### config.mk
export PLATFORM = sky130hd
export DESIGN_NAME = exe_mem_skid_reg
export DESIGN_NICKNAME = d
export VERILOG_FILES = /design/src/rtl/exe_mem_skid_reg_pkg.sv /design/src/rtl/sat_counter.sv /design/src/rtl/exe_mem_skid_reg.sv
export SDC_FILE = /design/constraint.sdc
export NUM_CORES = 1
export LEC_CHECK = 0
export CORE_MARGIN = 4
export CORE_UTILIZATION = 55
export DETAILED_ROUTE_END_ITERATION = 7
export PLACE_DENSITY = 0.86
export SYNTH_ARGS = -nofsm -noshare
export SYNTH_HDL_FRONTEND = slang
export SYNTH_SLANG_ARGS = --single-unit
### constraint.sdc
create_clock -name clk -period 2.6 [get_ports clk]
set_clock_uncertainty 0.1 [all_clocks]
set_input_delay 0.39 -clock clk [delete_from_list [all_inputs] [get_ports clk]]
set_output_delay 0.39 -clock clk [all_outputs]
set_load 0.02 [all_outputs]
### src/rtl/exe_mem_skid_reg_pkg.sv
// Shared pipeline definitions reused by the IF/ID/EXE/MEM stage registers.
package exe_mem_skid_reg_pkg;

    localparam int unsigned INSTR_W_DEF = 32;
    localparam int unsigned PC_W_DEF    = 32;
    localparam int unsigned CNT_W_DEF   = 16;

    // Bubble inserted into the pipe when a stage is flushed.
    localparam logic [31:0] NOP_INSTR = 32'h0000_0000;

    typedef struct packed {
        logic [INSTR_W_DEF-1:0] instruction;
        logic [PC_W_DEF-1:0]    pc;
    } packet_t;

endpackage

### src/rtl/sat_counter.sv
// Saturating up-counter for per-stage performance events.
module sat_counter #(
    parameter int unsigned CNT_W = 16
) (
    input  logic             clk,
    input  logic             rst,
    input  logic             en,
    output logic [CNT_W-1:0] count
);

    // Count enabled cycles, sticking at all-ones instead of wrapping.
    always_ff @(posedge clk or negedge rst) begin
        if (!rst) begin
            count <= '0;
        end else if (en && (count != {CNT_W{1'b1}})) begin
            count <= count + CNT_W'(1);
        end
    end

endmodule

### src/rtl/exe_mem_skid_reg.sv
// EXE->MEM elastic register: main slot plus skid slot, registered upstream ready.
module exe_mem_skid_reg
    import exe_mem_skid_reg_pkg::*;
#(
    parameter int unsigned INSTR_W = INSTR_W_DEF,
    parameter int unsigned PC_W    = PC_W_DEF,
    parameter int unsigned CNT_W   = CNT_W_DEF
) (
    input  logic               clk,
    input  logic               rst,
    input  logic               flush,
    input  logic               in_valid,
    output logic               in_ready,
    input  logic [INSTR_W-1:0] in_instruction,
    input  logic [PC_W-1:0]    in_pc,
    output logic               out_valid,
    input  logic               out_ready,
    output logic [INSTR_W-1:0] out_instruction,
    output logic [PC_W-1:0]    out_pc,
    output logic [CNT_W-1:0]   stall_count
);

    logic               main_valid;
    logic [INSTR_W-1:0] main_instr;
    logic [PC_W-1:0]    main_pc;
    logic               skid_valid;
    logic [INSTR_W-1:0] skid_instr;
    logic [PC_W-1:0]    skid_pc;

    logic in_xfer;
    logic out_xfer;

    // Ready comes straight from the skid flop so MEM stalls never reach EXE combinationally.
    assign in_ready        = ~skid_valid;
    assign out_valid       = main_valid;
    assign out_instruction = main_instr;
    assign out_pc          = main_pc;

    assign in_xfer  = in_valid & in_ready;
    assign out_xfer = main_valid & out_ready;

    // Slot update: flush first, then refill/drain of main, spill into skid on stall.
    always_ff @(posedge clk or negedge rst) begin
        if (!rst) begin
            main_valid <= 1'b0;
            main_instr <= '0;
            main_pc    <= '0;
            skid_valid <= 1'b0;
            skid_instr <= '0;
            skid_pc    <= '0;
        end else if (flush) begin
            main_valid <= 1'b0;
            skid_valid <= 1'b0;
            main_instr <= INSTR_W'(NOP_INSTR);
            main_pc    <= '0;
        end else if (!main_valid) begin
            if (in_xfer) begin
                main_valid <= 1'b1;
                main_instr <= in_instruction;
                main_pc    <= in_pc;
            end
        end else if (out_xfer) begin
            if (skid_valid) begin
                // in_ready is low here, so no input can arrive alongside.
                main_instr <= skid_instr;
                main_pc    <= skid_pc;
                skid_valid <= 1'b0;
            end else if (in_xfer) begin
                main_instr <= in_instruction;
                main_pc    <= in_pc;
            end else begin
                // Data fields keep their last value; only the valid drops.
                main_valid <= 1'b0;
            end
        end else if (in_xfer) begin
            skid_valid <= 1'b1;
            skid_instr <= in_instruction;
            skid_pc    <= in_pc;
        end
    end

    sat_counter #(
        .CNT_W(CNT_W)
    ) u_stall_cnt (
        .clk   (clk),
        .rst   (rst),
        .en    (main_valid & ~out_ready),
        .count (stall_count)
    );

    // The skid slot only ever fills behind an occupied main slot.
    assert property (@(posedge clk) disable iff (!rst) !(skid_valid && !main_valid))
        else $error("skid slot valid while main slot empty");

endmodule
======== Word-level counts from Yosys, hierarchy flattened ========
Cells that the tools add are included.
word-level totals
  register bits after elaboration ......... 146
  logic and storage cells ................. 41
  output and inout bits ................... 82
  input bits .............................. 69
operators by class
  bitwise logic cells ..................... 7
  $add $sub $neg .......................... 1
  mux-type cells .......................... 19
  eq/ne operators ......................... 2
  reduce and logical (&&, ||, !) cells .... 5
operators by type and width
  kind                                                                      count
  32-bit two-way mux                                                        10
  16-bit by 1-bit adder with 16-bit output (second input constant)          1
  16-bit inequality test (second input constant)                            1
  1-bit two-way mux                                                         9
  1-bit inverter                                                            4
  4-bit AND reduction                                                       1
  1-bit AND                                                                 3
  3-bit by 2-bit inequality test with 1-bit output (second input constant)  1
  3-bit nonzero test                                                        1
  2-bit AND reduction                                                       1
  2-bit nonzero test                                                        1
  1-bit logical AND                                                         1

======== Logic depth before layout (Yosys ltp) ========
Gate-level depths: netlist (run 1).
  depth in word-level cells ............... 7
  depth in mapped cells ................... 7
  depth with buffers taken out ............ 5

======== Cells and area by module ========
Synthesis (run 1) repeated with hierarchy kept, for this count alone.
unflattened totals
  cells, all modules ...................... 667
  area total of the unflattened synthesis .. 7327.0 µm²
by module, submodules not included
  module            area each (µm²)  seq. area each (µm²)  cells each  times used
  exe_mem_skid_reg  6442.4           3253.1                590         1
  sat_counter       884.6            400.4                 77          1

======== Worst setup path after synthesis (run 1) ========
Ideal clock, no wire load.
  path kind ............................... reg-to-reg
  from .................................... register u_stall_cnt.count[0]
  to ...................................... register u_stall_cnt.count[1]
  required time ........................... 2.375 ns
  library setup time ...................... 0.125 ns
  period minus slack after synthesis ...... 1.884 ns
  buffers on the path ..................... 0
  slack ................................... 0.716 ns
  cell stages (with the launch flop) ...... 6
  arrival ................................. 1.659 ns
  cell sequence ........................... dfrtp_1 ha_1 nand4_1 nor4_4 nor2_2 mux2_2
on the way
  cells in the longest elaborated chain, start to end .. 2
  elaborated cells on any way between the ends .. 3
ends and longest elaborated chain
  element                                                                           line               text
  start, declared                                                                   sat_counter.sv:8   output logic [CNT_W-1:0] count
  start signal, assigned                                                            sat_counter.sv:16  count <= count + CNT_W'(1);
  branches (longest 2 deep; another with 16-bit by 1-bit adder with 16-bit output)  n/a
Parallel ways; which one is timed is not known.
A chain may end at the register's enable or synchronous reset.

======== Final worst setup path (run 1) ========
  from .................................... register skid_valid
  to ...................................... output port in_ready
on the way
  cells in the longest elaborated chain, start to end .. 1
ends and longest elaborated chain
  element                 line                    text
  start, declared         exe_mem_skid_reg.sv:26  logic skid_valid;
  start signal, assigned  exe_mem_skid_reg.sv:48  skid_valid <= 1'b0;
  start signal, assigned  exe_mem_skid_reg.sv:53  skid_valid <= 1'b0;
  start signal, assigned  exe_mem_skid_reg.sv:67  skid_valid <= 1'b0;
  1-bit inverter          exe_mem_skid_reg.sv:34  assign in_ready = ~skid_valid;
  end, declared           exe_mem_skid_reg.sv:13  output logic in_ready,
Every way passes these cells.

==> flow_summary.toml, run 1 <==
[detailed_routing]
first_pass_iters = 4
drt-total-wl_mm = 16.9
routed-via-count = 5212
drc_errors = 0
via_per_inst = 5.84
drt_iter0_markers = 352
detail_route.wl_per_cell_um = 18.9
ant_nets = 0

[run]
max_cap_violations = 0

[sta]
max_freq_mhz = 478
drv_slew = 0
rsz0062_at_grt = "false"
finalCriticalPeriod_ps = 2090
period_share_pct = 80.5
worstMarginPinSlew_ps = 547
hold_violations = 0
setup_tns_ps = 0
finalSetupViolations = 0
holdWs_ps = 389
max-slew-margin-rel_pct = 63.6

[synth]
synth_adder_area_share_pct = 0.184
synth_commonest_cells = "146 x dfrtp_1, 67 x o21ai_0, 66 x nand2_1"
synth-simple-area-share_pct = 7.02
postSynthAreaPerCell_sq_um = 11.9
ys_top_cells_by_area = "dfrtp_1 54%, mux2_1 10%, mux2i_1 9.4%"
yosysMostFrequentCell = "dfrtp_1"
synth-seq-cells = 146
synth_compound_area_share_pct = 14.3
synth_area_sq_mm = 0.00679
synth_flop_cell = "dfrtp_1"
yosysTopAreaCell = "dfrtp_1"
synth-xor-area-share_pct = 1.29
yosysSeqAreaShare_pct = 53.8
syn-num-nets = 640
async_flop_share_pct = 100
synth_edf_count = 0
synth_cells = 570
yosysWarningCount = 0
synthMuxAreaShare_pct = 20.4
synth_top_family_by_area = "multiplexers"
synth_top_area_share_pct = 53.8
ys_types = 37

[clock_tree]
cts.sinks = 146
tritoncts = "built"
cts_buffer_depth = 2
clk_pin_slew_worst_paths_ps = 60
cts_buffers = 17
root_buffer = "clkbuf_16"
cts_resized = 0
htreeDepth = 4
clk_latency_ps = 410

[worst_hold_path]
hold_end = "skid_instr[7]$_DFFE_PN0P_"
hp-start = "skid_instr[7]$_DFFE_PN0P_"
hold_path.class = "register to register"
hold_depth = 1

[status]
status = "finished, final reports clean"

[global_route]
grt_overflow = 0
antenna_found_initial = 0
grt_pass1_vias = 5558
grt_max_degree = 67
grt_pass1_wl_mm = 28.0
grtUsageTotal_pct = 24.6

[floorplanning]
chipHeight_um = 119
die_w_um = 119
io_pins = 151
die-area_sq_mm = 0.0142
core_sq_mm = 0.0121
start_util_pct = 56.3
rows = 40

[critical_path]
crit_chain = "inv_1 -> clkdlybuf4s50_1"
rr_worst_depth = 5
critPathMaxStageDelay_ps = 640
worstSetupPathType = "register to output port"
path_max_fanout = 5
setup.worst_path.start_class = "register"
rr_endpoint = "u_stall_cnt.count[1]$_DFFE_PN0P_"
regToRegStartpoint = "u_stall_cnt.count[1]$_DFFE_PN0P_"
ff2ff_setup_slack_ps = 640
end_kind = "output port"
arrival_ps = 1600
crit_required_ps = 2110
critPathSlowestCell = "clkdlybuf4s50_1"

[finish]
area_growth_syn_to_layout_pct = 33.9
drive_gt1_share_pct = 7.59
antenna_cells = 0
final_nets = 784

[power_and_ir_drop]
power.density_mw_per_mm2 = 706
p_leak_uw = 0.00406
vdd_ir_drop_max_mv = 0.609

[placement]
portBuffers = 150
gp_congestion = 0.854
dp_hpwl_mm = 11.0
stage by stage:
stage / instance area (sq um) / util, % / power [uW] / worst slack [ps] / cells
6_report: 9090 / 75.4 / 6420 / 508 / 893
5_1_grt: 9090 / 75.4 / 6710 / 419 / 893
4_1_cts: 9090 / 75.4 / 6460 / 488 / 893
3_5_place_dp: 8540 / 70.8 / 4140 / 359 / 862
3_3_place_gp: 8540 / 70.8 / 4050 / 413 / 862
2_1_floorplan: 6790 / - / 3540 / 716 / 570
layout make-up:
class	instances	area, sq um
sequential	146	3650
fill	776	2970
multi-input combinational	382	2960
timing repair buffer	165	1720
clock buffer	23	458
tap	168	210
clock inverter	7	85.1
inverter	2	7.51
kinds of logic after synthesis:
| kind of cell | count (synthesis) |
|---|---|
| AO/OA/AOI/OAI | 143 |
| XOR/XNOR | 10 |
| adder cells (fa/ha/maj) | 1 |
| buffers and inverters | 42 |
| flip-flops | 146 |
| multiplexers | 130 |
| AND/OR/NAND/NOR | 98 |
routing by layer:
metal	part of all wire, %	GRT usage (%)
met5	0	0
met1	43	31.6
met3	5.7	5.89
met2	49	40.2
met4	2.0	9.85
state kept, by name (all words and copies together) (netlist names):
register / cells
u_stall_cnt.count: 16
skid_instr: 32
out_valid: 1
skid_valid: 1
out_instruction: 32
out_pc: 32
skid_pc: 32
critical path: cells and delay by family (launching register included):
family | cells | cell delay (ps)
flip-flops | 1 | 420
buffers and inverters | 2 | 770
worst max path at each step:
stage / slack (ps) / endpoint / cells after the start / start
2_1_floorplan: 720 / u_stall_cnt.count[1]$_DFFE_PN0P_ / 5 / u_stall_cnt.count[0]$_DFFE_PN0P_
3_3_place_gp: 410 / out_instruction[31]$_DFFE_PN0P_ / 6 / in_valid
3_5_place_dp: 360 / out_instruction[17]$_DFFE_PN0P_ / 6 / in_valid
4_1_cts: 490 / out_valid / 1 / out_valid$_DFF_PN0_
5_1_grt: 420 / out_valid / 1 / out_valid$_DFF_PN0_
6_report: 510 / in_ready / 2 / skid_valid$_DFFE_PN0P_
power breakdown:
group,switching (uW),total [uW],internal [uW]
registers,275,2940,2660
logic,554,1180,625
clock network,884,2300,1420
placed cells by master, fill, tap and decap left out, types with 2 or more instances in the layout:
master / netlist / final
nand4_1: 6 / 6
o21ai_0: 67 / 67
nor2_1: 2 / 2
clkbuf_1: 15 / 5
buf_12: 0 / 8
mux2_1: 60 / 60
mux2i_1: 64 / 64
nand2_1: 66 / 66
inv_1: 2 / 2
mux2_2: 6 / 6
clkinv_2: 0 / 5
clkdlybuf4s50_1: 0 / 149
nand3_1: 4 / 4
xor2_1: 7 / 7
and3_1: 3 / 3
a21oi_1: 5 / 4
nor3_1: 4 / 4
dfrtp_1: 146 / 146
a22o_1: 64 / 64
a31oi_1: 3 / 3
xnor2_1: 3 / 3
bufinv_16: 0 / 2
buf_4: 6 / 6
clkbuf_16: 0 / 17
timing repair:
| action | CTS | global route |
|---|---|---|
| hold buffers | 1 | 0 |
| hold endpoints to repair | 56 | 0 |
| endpoints found under the setup margin | 0 | 0 |
| buffers inserted | 0 | 0 |
Power figures use the tool's default switching activity.
==> run 2: changes to the inputs <==
--- a/config.mk
+++ b/config.mk
@@ -6,9 +6,9 @@
 export NUM_CORES = 1
 export LEC_CHECK = 0
 export CORE_MARGIN = 4
-export CORE_UTILIZATION = 55
+export CORE_UTILIZATION = 51
 export DETAILED_ROUTE_END_ITERATION = 7
-export PLACE_DENSITY = 0.86
+export PLACE_DENSITY = 0.81
 export SYNTH_ARGS = -nofsm -noshare
 export SYNTH_HDL_FRONTEND = slang
 export SYNTH_SLANG_ARGS = --single-unit
==> constraint.sdc (replaced) <==
create_clock -name clk -period 2.1 [get_ports clk]
set_clock_uncertainty 0.1 [all_clocks]
set_input_delay 0.315 -clock clk [delete_from_list [all_inputs] [get_ports clk]]
set_output_delay 0.315 -clock clk [all_outputs]
set_load 0.02 [all_outputs]
==> run 2 against run 1 <==
Sequential power up 24%; clock power up 28%; first-iteration DRC count down 1.1%; register-to-register slack worse by 350 ps; critical path type unchanged; largest cell class unchanged; largest power group unchanged.
==> flow_summary.toml, run 2 (synthesized netlist as in run 1, its figures left out) <==
[status]
status = "finished, final reports clean"

[detailed_routing]
drt-total-wl_mm = 16.5
first_pass_iters = 4
drc_errors = 0
detail_route.wl_per_cell_um = 18.3
drt_iter0_markers = 348
routed-via-count = 5078
ant_nets = 0
via_per_inst = 5.62

[floorplanning]
io_pins = 151
core_sq_mm = 0.0128
chipHeight_um = 123
rows = 41
die_w_um = 123
start_util_pct = 52.9
die-area_sq_mm = 0.0152

[placement]
portBuffers = 150
dp_hpwl_mm = 10.8
gp_congestion = 0.810
dpl.cell_count = 870

[sta]
worstMarginPinSlew_ps = 459
finalCriticalPeriod_ps = 1950
period_share_pct = 92.6
setup_tns_ps = 0
hold_violations = 0
max_freq_mhz = 514
rsz0062_at_grt = "false"
drv_slew = 0
finalSetupViolations = 0
max-slew-margin-rel_pct = 69.4

[power_and_ir_drop]
p_sw_uw = 2140
clkPwrFrac_pct = 36.7
power.density_mw_per_mm2 = 875
vdd_ir_drop_max_mv = 0.813
p_int_uw = 5900
p_leak_uw = 0.00411
seq_power_share_pct = 45.2
swShare_pct = 26.6
pwr-share-comb_pct = 18.1

[finish]
drive_gt1_share_pct = 9.17
final_nets = 788
stdcell_count = 903
area_growth_syn_to_layout_pct = 35.4
final_common_cell = "clkdlybuf4s50_1"
final_cell_mix = "148 x clkdlybuf4s50_1, 145 x dfrtp_1, 67 x o21ai_0"
antenna_cells = 0

[critical_path]
crit_required_ps = 1680
critPathSlowestCell = "clkdlybuf4s50_1"
critPathMaxStageDelay_ps = 650
crit_chain = "clkdlybuf4s50_1"
arrival_ps = 1530
setup.worst_path.start_class = "register"
worst-path-buf-inv = 1
end_kind = "output port"
path_max_fanout = 8
cp_top_family = "buffers and inverters"
worstSetupPathType = "register to output port"

[global_route]
grt_max_degree = 79
grtUsageTotal_pct = 22.3
antenna_found_initial = 0
grt_overflow = 0
grt_pass1_vias = 5327
grt_pass1_wl_mm = 26.7

[clock_tree]
htreeDepth = 4
tritoncts = "built"
root_buffer = "clkbuf_16"
cts.sinks = 146
cts_buffer_depth = 2
cts_setup_buffers = 0
clk_latency_ps = 420
cts_buffers = 17
clk_pin_slew_worst_paths_ps = 60

[run]
max_cap_violations = 0

[worst_hold_path]
hold_path.class = "input pin to async pin"
-- run 2: changes by cell type in the layout (fill, tap and decap cells not counted), sizes merged --
cell           previous run  this run
clkbuf                   23        20
buf                      15        19
clkdlybuf4s50           149       148
dlymetal6s2s              0         1
clkinv                    5         9
clkinvlp                  0         1
-- run 2: area by class of cell --
class | count | area (sq um)
multi-input combinational | 382 | 2960
tap | 172 | 215
timing repair buffer | 169 | 1780
clock buffer | 20 | 467
inverter | 2 | 7.51
fill | 894 | 3630
clock inverter | 12 | 113
sequential | 146 | 3650
-- run 2: through the flow --
stage,hold slack (ps),setup WS (ps),cell area (sq um),util [%],power [uW]
4_1_cts,310,24.4,9190,71.6,8110
5_1_grt,329,90.0,9190,71.7,8400
3_3_place_gp,175,64.0,8600,67.0,5030
3_5_place_dp,187,8.35,8600,67.0,5140
6_report,297,154,9190,71.7,8040
2_1_floorplan,-80.6,216,6790,-,4390
-- run 2: what timing repair did --
action / in CTS / in global routing
resized for setup: 0 / 2
setup endpoints to repair: 0 / 2
hold buffers: 1 / 0
endpoints found under the hold margin: 43 / 0
-- run 2: metal layers --
| layer | track usage (%) | share of wire (%) | vias to the layer above |
|---|---|---|---|
| met1 | 29.8 | 45 | 2543 |
| met3 | 4.39 | 4.5 | 23 |
| met2 | 36.2 | 49 | 132 |
| met4 | 8.03 | 1.8 | 0 |
| met5 | 0 | 0 | - |
| li1 | - | - | 2380 |
-- run 2: path summary, 6_finish.rpt --
check	from	to	slack, ps	depth (start not counted)
max in group asynchronous	rst	skid_instr[13]$_DFFE_PN0P_	840	3
max reg2reg	u_stall_cnt.count[0]$_DFFE_PN0P_	u_stall_cnt.count[1]$_DFFE_PN0P_	290	5
min in group clk	skid_instr[25]$_DFFE_PN0P_	skid_instr[25]$_DFFE_PN0P_	390	1
min	rst	out_instruction[25]$_DFFE_PN0P_	300	2
min reg2reg	skid_instr[25]$_DFFE_PN0P_	skid_instr[25]$_DFFE_PN0P_	390	1
max	out_valid$_DFF_PN0_	out_valid	150	1
-- run 2: power groups by stage --
stage                     registers, uW  logic [uW]  clock network, uW
after floorplan                    3750         640                  0
after global placement             3630        1400                  0
after detailed placement           3670        1470                  0
after CTS                          3630        1480               3000
after global routing               3690        1590               3120
final                              3640        1460               2950
==> patch (settings of run 2) <==
The package constant `CNT_W_DEF` goes from 16 to 24.
--- a/src/rtl/exe_mem_skid_reg_pkg.sv
+++ b/src/rtl/exe_mem_skid_reg_pkg.sv
@@ -5,3 +5,3 @@
     localparam int unsigned PC_W_DEF    = 32;
-    localparam int unsigned CNT_W_DEF   = 16;
+    localparam int unsigned CNT_W_DEF   = 24;
 
Interface: changed (resized stall_count); port bits go from 151 to 159. The function was not compared with the original's and may differ.
==> patch against run 2 <==
- first-iteration DRC count grew 30%
- combinational power increased by 14%
- sequential cell count up 8
- design area is 2.0% lower
- synthesized area is 4.3% lower
- utilization increased by 1.8 points
- power is 7.6% higher
- count of clock-buffer cells in the layout increased by 6
- routed wire length is 4.1% higher
- largest power group unchanged
- setup slack got worse by 63 ps
- synthesized cell count down 5.6%
- clock power is 8.1% higher
- register-to-register slack worse by 160 ps
- sequential share of layout area rose by 3.0 points
==> patch: results <==
{
  "status": "finished, final reports clean",
  "arrival_ps": 1590,
  "drt-total-wl_mm": 17.18,
  "seq_area_frac_synth_pct": 59.33,
  "synth_common_cells": "154 x dfrtp_1, 66 x nor2_1, 65 x a211oi_1",
  "ir_worst_vdd_mv": 0.4640,
  "syn_to_final_growth_pct": 38.72,
  "reg2reg_setup_slack_ps": 130,
  "p_leak_nw": 3.802,
  "gp_congestion": 0.7900,
  "placed_area_um2": 8364,
  "crit_fanout": 3,
  "wl_per_cell_um": 19.46,
  "timing.fmax_mhz": 498.0,
  "first_pass_iters": 5,
  "track_usage_pct": 24.32,
  "post-cts-setup-buffer-count": 0,
  "hold_path_class": "input port to asynchronous set/reset pin",
  "cp-endpoint": "in_ready",
  "drv_cap": 0,
  "grt_first_pass_wirelength_mm": 28.06,
  "cts_made_buffers": 17,
  "dr.first_iter.drc_count": 451,
  "reg2reg_depth": 7,
  "max_slew_margin_pct": 49.22,
  "synth_async_sr_flop_share_pct": 100.0,
  "synth_nets": 608,
  "n_fill_cell": 837,
  "layout-drive-gt1-share_pct": 18.49,
  "port_buffers": 158,
  "vias": 5202,
  "synth_area_leaders": "dfrtp_1 59%, mux2_2 10%, a211oi_1 7.5%",
  "dp_cells": 849,
  "ys_types": 34,
  "hold_slack_ps": 287.6,
  "crit_path_start": "skid_valid",
  "synthCells": 538,
  "grt_pass1_vias": 5396,
  "clockRootBuffer": "clkbuf_16",
  "antenna_found_initial": 2,
  "grt_max_degree": 67,
  "dp_worst_setup_slack_ps": -81.54,
  "fin_nets": 771,
  "h-tree-depth": 4,
  "dpl.hpwl_mm": 11.47,
  "reg2reg_to": "u_stall_cnt.count[7]"
}
==> patch: changes by cell type after synthesis, sizes merged, moves of 5 or more <==
cell	delta
o21ai	-67
a211oi	+64
a22o	-64
o22ai	+64
mux2i	-63
nor2	+62
nand2	-58
xnor2	+15
clkbuf	+12
buf	-8
dfrtp	+8
nand3	+6
nand4	+6
and3	+5
==> patch: metal layers <==
metal | GRT usage [%] | wire (um)
met5 | 0 | 9
met4 | 8.144 | 381
met2 | 38.14 | 8351
met3 | 7.646 | 1235
met1 | 32.25 | 7202
==> patch: worst max-delay path, cell delays in order, from the launching register on <==
cell and delay, ps:
dfrtp_1 410, inv_1 120, clkdlybuf4s50_1 650
==> patch: logic make-up (layout without fill, tap and decap cells) <==
group                      count (synthesis)  after routing  share of synthesized area (%)
muxes                                     66             66                          11.48
buffers and inverters                     45            221                          2.967
DFF                                      154            154                          59.33
xor gates and xnor gates                  22             22                          2.967
adders and majority gates                  1              1                         0.1926
AOI/OAI and AO/OA                        134            134                          14.18
other                                      0              1                              0
and+or+nand+nor                          116            116                          8.881
==> patch: what timing repair did <==
| item | CTS | global route |
|---|---|---|
| hold buffers | 1 | 0 |
| endpoints found under the setup margin | 0 | 2 |
| resized for setup | 0 | 2 |
| hold endpoints to repair | 41 | 0 |
==> patch: final cells by class <==
cell class / count / share of cell area, %
timing repair buffer: 188 / 20.46
clock inverter: 6 / 1.194
multi-input combinational: 339 / 27.41
sequential: 154 / 42.77
antenna: 1 / 0.02777
tap: 168 / 2.333
clock buffer: 26 / 5.763
inverter: 1 / 0.04166
==> patch: power by group <==
group          internal (mW)  switching (mW)
logic                  0.876           0.783
clock network           2.06            1.14
registers               3.48           0.315
total                   6.42            2.24
